<file path="config.mk">
export PLATFORM = sky130hd
export DESIGN_NAME = max7219_chain_if
export DESIGN_NICKNAME = d
export VERILOG_FILES = /design/src/rtl/max7219_chain_if.sv
export SDC_FILE = /design/constraint.sdc
export NUM_CORES = 1
export LEC_CHECK = 0
export CAP_MARGIN = 20
export CELL_PAD_IN_SITES_DETAIL_PLACEMENT = 0
export CELL_PAD_IN_SITES_GLOBAL_PLACEMENT = 1
export CORE_MARGIN = 2
export CORE_UTILIZATION = 36
export CTS_CLUSTER_DIAMETER = 60
export DETAILED_ROUTE_END_ITERATION = 12
export GPL_ROUTABILITY_DRIVEN = 1
export GPL_TIMING_DRIVEN = 0
export HOLD_SLACK_MARGIN = 0.02
export PLACE_DENSITY = 0.85
export SLEW_MARGIN = 40
export SYNTH_ARGS = -nofsm -noshare
export SYNTH_HDL_FRONTEND = slang
export SYNTH_SLANG_ARGS = --single-unit
</file>
<file path="constraint.sdc">
create_clock -name clk -period 1.76 [get_ports clk]
set_input_delay 0.352 -clock clk [delete_from_list [all_inputs] [get_ports clk]]
set_output_delay 0.352 -clock clk [all_outputs]
set_load 0.05 [all_outputs]
</file>
<file path="src/rtl/max7219_chain_if.sv">
// Serial driver for a daisy chain of MAX7219 devices: shifts one masked
// 16-bit word per device, MSB first, then optionally pulses LOAD once.
module max7219_chain_if #(
    parameter int G_NB_MATRIX       = 8,
    parameter int G_MAX_HALF_PERIOD = 4,
    parameter int G_LOAD_DURATION   = 4
) (
    input  logic                      clk,
    input  logic                      rst_n,
    input  logic                      i_start,
    input  logic                      i_en_load,
    input  logic [16*G_NB_MATRIX-1:0] i_data,
    input  logic [G_NB_MATRIX-1:0]    i_mask,
    output logic                      o_max7219_clk,
    output logic                      o_max7219_data,
    output logic                      o_max7219_load,
    output logic                      o_busy,
    output logic                      o_done,
    output logic                      o_discard
);

    localparam int NB = 16 * G_NB_MATRIX;
    localparam int BW = $clog2(NB);
    localparam int HW = (G_MAX_HALF_PERIOD > 1) ? $clog2(G_MAX_HALF_PERIOD) : 1;
    localparam int LW = (G_LOAD_DURATION > 1) ? $clog2(G_LOAD_DURATION) : 1;

    typedef enum logic [2:0] {
        S_IDLE,
        S_LOW,
        S_HIGH,
        S_LOAD,
        S_DONE
    } state_t;

    state_t          state, state_nxt;
    logic [NB-1:0]   shreg;
    logic [NB-1:0]   data_masked;
    logic [BW-1:0]   bit_cnt;
    logic [HW-1:0]   half_cnt;
    logic [LW-1:0]   load_cnt;
    logic            en_load_q;
    logic            discard_q;
    logic            half_last, bit_last, load_last;

    // Masked devices get an all-zero word, which the MAX7219 decodes as NO-OP.
    for (genvar k = 0; k < G_NB_MATRIX; k++) begin : g_mask
        assign data_masked[16*k +: 16] = i_mask[k] ? 16'h0000 : i_data[16*k +: 16];
    end

    assign half_last = (half_cnt == HW'(G_MAX_HALF_PERIOD - 1));
    assign bit_last  = (bit_cnt  == BW'(NB - 1));
    assign load_last = (load_cnt == LW'(G_LOAD_DURATION - 1));

    always_comb begin
        state_nxt = state;
        case (state)
            S_IDLE:  if (i_start) state_nxt = S_LOW;
            S_LOW:   if (half_last) state_nxt = S_HIGH;
            S_HIGH: begin
                if (half_last) begin
                    if (!bit_last)      state_nxt = S_LOW;
                    else if (en_load_q) state_nxt = S_LOAD;
                    else                state_nxt = S_DONE;
                end
            end
            S_LOAD:  if (load_last) state_nxt = S_DONE;
            S_DONE:  state_nxt = S_IDLE;
            default: state_nxt = S_IDLE;
        endcase
    end

    always_ff @(posedge clk or negedge rst_n) begin
        if (!rst_n) begin
            state     <= S_IDLE;
            shreg     <= '0;
            bit_cnt   <= '0;
            half_cnt  <= '0;
            load_cnt  <= '0;
            en_load_q <= 1'b0;
            discard_q <= 1'b0;
        end else begin
            state     <= state_nxt;
            discard_q <= i_start && (state != S_IDLE);

            // Half-period counter restarts on every state change, so it never wraps.
            if (state != state_nxt)
                half_cnt <= '0;
            else if (state == S_LOW || state == S_HIGH)
                half_cnt <= half_cnt + HW'(1);

            if (state == S_LOAD && state_nxt == S_LOAD)
                load_cnt <= load_cnt + LW'(1);
            else
                load_cnt <= '0;

            if (state == S_IDLE && i_start) begin
                shreg     <= data_masked;
                en_load_q <= i_en_load;
                bit_cnt   <= '0;
            end else if (state == S_HIGH && half_last && !bit_last) begin
                shreg   <= {shreg[NB-2:0], 1'b0};
                bit_cnt <= bit_cnt + BW'(1);
            end
        end
    end

    assign o_max7219_clk  = (state == S_HIGH);
    assign o_max7219_data = (state == S_LOW || state == S_HIGH) ? shreg[NB-1] : 1'b0;
    assign o_max7219_load = (state == S_LOAD);
    assign o_busy         = (state != S_IDLE);
    assign o_done         = (state == S_DONE);
    assign o_discard      = discard_q;

endmodule

</file>
==> impl_metrics.tcl <==
set metrics [dict create \
    status "complete, but fails checks" \
    violations "negative setup slack" \
    antenna_cells 0 \
    initial_utilization 0.367 \
    synth_area_leaders "dfrtp_1 (49%), nand3_1 (14%), nand3b_1 (13%)" \
    dr.pass1.iters 5 \
    synth.distinct_cells 41 \
    synthToLayoutAreaGrowth_pct 41.5 \
    drt-wirelength-per-cell_um 15.7 \
    slew_headroom 0.678 \
    clockBufferDepth 2 \
    die_area_sq_mm 0.0218 \
    fin_nets 1115 \
    htreeDepth 4 \
    timing.final.ws_setup_ns -0.127 \
    fin_tns_setup_ns -3.75 \
    fin_skew_ns 0.00694 \
    fin_cells 1255 \
    pin_count 146 \
    pre_cts_slack_ns -0.537 \
    max_clock_freq_ghz 0.530 \
    vdd_ir_drop_max_uv 647 \
    clkTransAtPathRegs_ns 0.06 \
    num_vias 6373 \
    fp.dieH_um 148 \
    crit_path_cell_trace "buf_6, or3_4, buf_8" \
    leakagePower_nw 4.63 \
    drv_cap 0 \
    synth_area_leader_cell "dfrtp_1" \
    fin_area_sq_mm 0.0105 \
    die_w_um 148 \
    drt_iter0_markers 299 \
    ys_seq_area_frac 0.486 \
    gr-total-overflow 0 \
    syn-instance-count 787 \
    hold_class "in -> async" \
    vias_per_cell 5.08 \
    grt_pass1_wl_um 31500 \
    ant_nets 0 \
    nFillCells 1865 \
    cts_tree "yes" \
    regToRegSetupSlack_ns -0.09 \
    final_cell_mix "nand3_1 (203), dfrtp_1 (144), nand2_1 (139), clkdlybuf4s50_1 (138), nand3b_1 (124)" \
    rsz0062_at_grt "true" \
    synth_seq_cells 144 \
    setup_viol 71 \
    hold_ws_ns 0.429 \
    cp_slowest_cell "dfrtp_1" \
    cp_data_required_time_ns 1.41 \
    end_kind "output port" \
    num_rows 52 \
    cts_made_buffers 17 \
    hold_viol_final 0 \
    timing.rr.end "bit_cnt[4]$_DFFE_PN0P_" \
    regToRegStartpoint "state[0]$_DFF_PN0_" \
    gp_congestion 0.783 \
    path_max_fanout 5 \
    period_needed_ns 1.89 \
    period_share 1.07 \
    synth_nets 930 \
    grt_use_total 0.179 \
    yosys.area.top_type_share 0.486 \
    avgSynthCellArea_sq_um 9.43 \
    ff2ff_path_depth 7 \
    place_area_sq_mm 0.00929 \
    layout_commonest_cell "nand3_1" \
    cts_sinks 144 \
    antenna_found_initial 2 \
    coreArea_sq_mm 0.0202 \
    root_buffer "clkbuf_16" \
    drc 0 \
    grt_pass1_vias 6170 \
    worstMarginPinSlew_ns 0.486 \
    cp.arrival_ns 1.53 \
    async_flop_share 1.00 \
    critPathLaunchType "flip-flop" \
    synth_warnings 0 \
    finalMaxSlewViolations 0 \
    insertion_delay_ns 0.42 \
    layout-drive-gt1-share 0.191 \
    dpl.cell_count 1204 \
    grt_max_degree 55 \
    syn_area_sq_mm 0.00742 \
    port_buffers 145 \
    ys.flop_type "dfrtp_1" \
    synth_edf_count 0 \
    crit_type "reg -> out" \
    hpwl_um 13400 \
    finalWirelength_um 19700 \
    power_density_mw_per_mm2 1370 \
    slowest_delay_ns 0.43 \
]
-- cells in the mapped netlist (all sizes together), types with 2 or more instances --
library cell and instances:
buf 55, a22oi 5, nand3 255, xnor2 3, and2 2, nor2 7
dfrtp 144, clkbuf 14, and3b 2, nor3b 5, nand2 139, mux2i 4
o31ai 3, a31oi 2, xor2 2, ha 3, o21ai 3, o211ai 2
nand3b 124
-- timing repair --
item,4_1_cts,5_1_grt
setup buffers,4,13
pin swaps,2,6
gates cloned,0,3
hold endpoints to repair,40,0
hold buffers,1,0
setup endpoints to repair,143,143
gates resized for setup,72,92
-- state kept, by name (all words and copies together) (netlist names) --
register and flops:
shreg 128, bit_cnt 7, state 3, half_cnt 2, load_cnt 2, en_load_q 1
o_discard 1
-- report_power, final --
part / leakage (nW) / switching (W) / internal, W
Sequential: 1.89 / 0.000886 / 0.00480
Clock: 0.337 / 0.00150 / 0.00283
Combinational: 2.41 / 0.00215 / 0.00219
Total: 4.63 / 0.00453 / 0.00982
-- worst max path at each step --
stage	start	endpoint	slack, ns	depth (start not counted)
after floorplan	state[0]$_DFF_PN0_	o_max7219_data	0.01	3
after global placement	rst_n	shreg[27]$_DFFE_PN0P_	-5.70	1
after detailed placement	i_start	shreg[79]$_DFFE_PN0P_	-0.54	6
after CTS	state[2]$_DFF_PN0_	o_busy	-0.13	3
after global routing	state[2]$_DFF_PN0_	o_busy	-0.17	3
final	state[2]$_DFF_PN0_	o_busy	-0.13	3
-- final cells by class --
class                           instances  area, sq um  area share
Buffer                                 67          574      0.0547
Tap cell                              270          338      0.0322
Timing Repair Buffer                  168         1700       0.162
Clock buffer                           17          425      0.0405
Clock inverter                         15          280      0.0267
Sequential cell                       144         3600       0.343
Multi-Input combinational cell        574         3570       0.340
-- critical path: cells and delay by family (launching register included) --
family | cells | cell delay, ns
flip-flops | 1 | 0.43
AND/OR/NAND/NOR | 1 | 0.37
buffers and inverters | 2 | 0.31
-- routing by layer --
| metal | vias up | global-route usage | wire (um) |
|---|---|---|---|
| met5 | - | 0 | 0 |
| met3 | 17 | 0.0401 | 1150 |
| met2 | 160 | 0.277 | 9230 |
| li1 | 3148 | - | - |
| met4 | 0 | 0.0471 | 174 |
| met1 | 3048 | 0.255 | 9100 |
-- cell families after synthesis --
family,count (synthesis),synth area share
and+or+nand+nor,542,0.427
muxes,4,0.00540
adders and majority gates,3,0.00506
buffers and inverters,69,0.0504
xor gates and xnor gates,5,0.00590
AOI/OAI and AO/OA,20,0.0211
DFF,144,0.486
-- through the flow --
step / power, W / utilization
after CTS: 0.0141 / 0.502
after global placement: 0.00935 / 0.456
after global routing: 0.0152 / 0.519
after detailed placement: 0.00951 / 0.459
after floorplan: 0.00822 / -
final: 0.0143 / 0.519
Power figures use the tool's default switching activity.
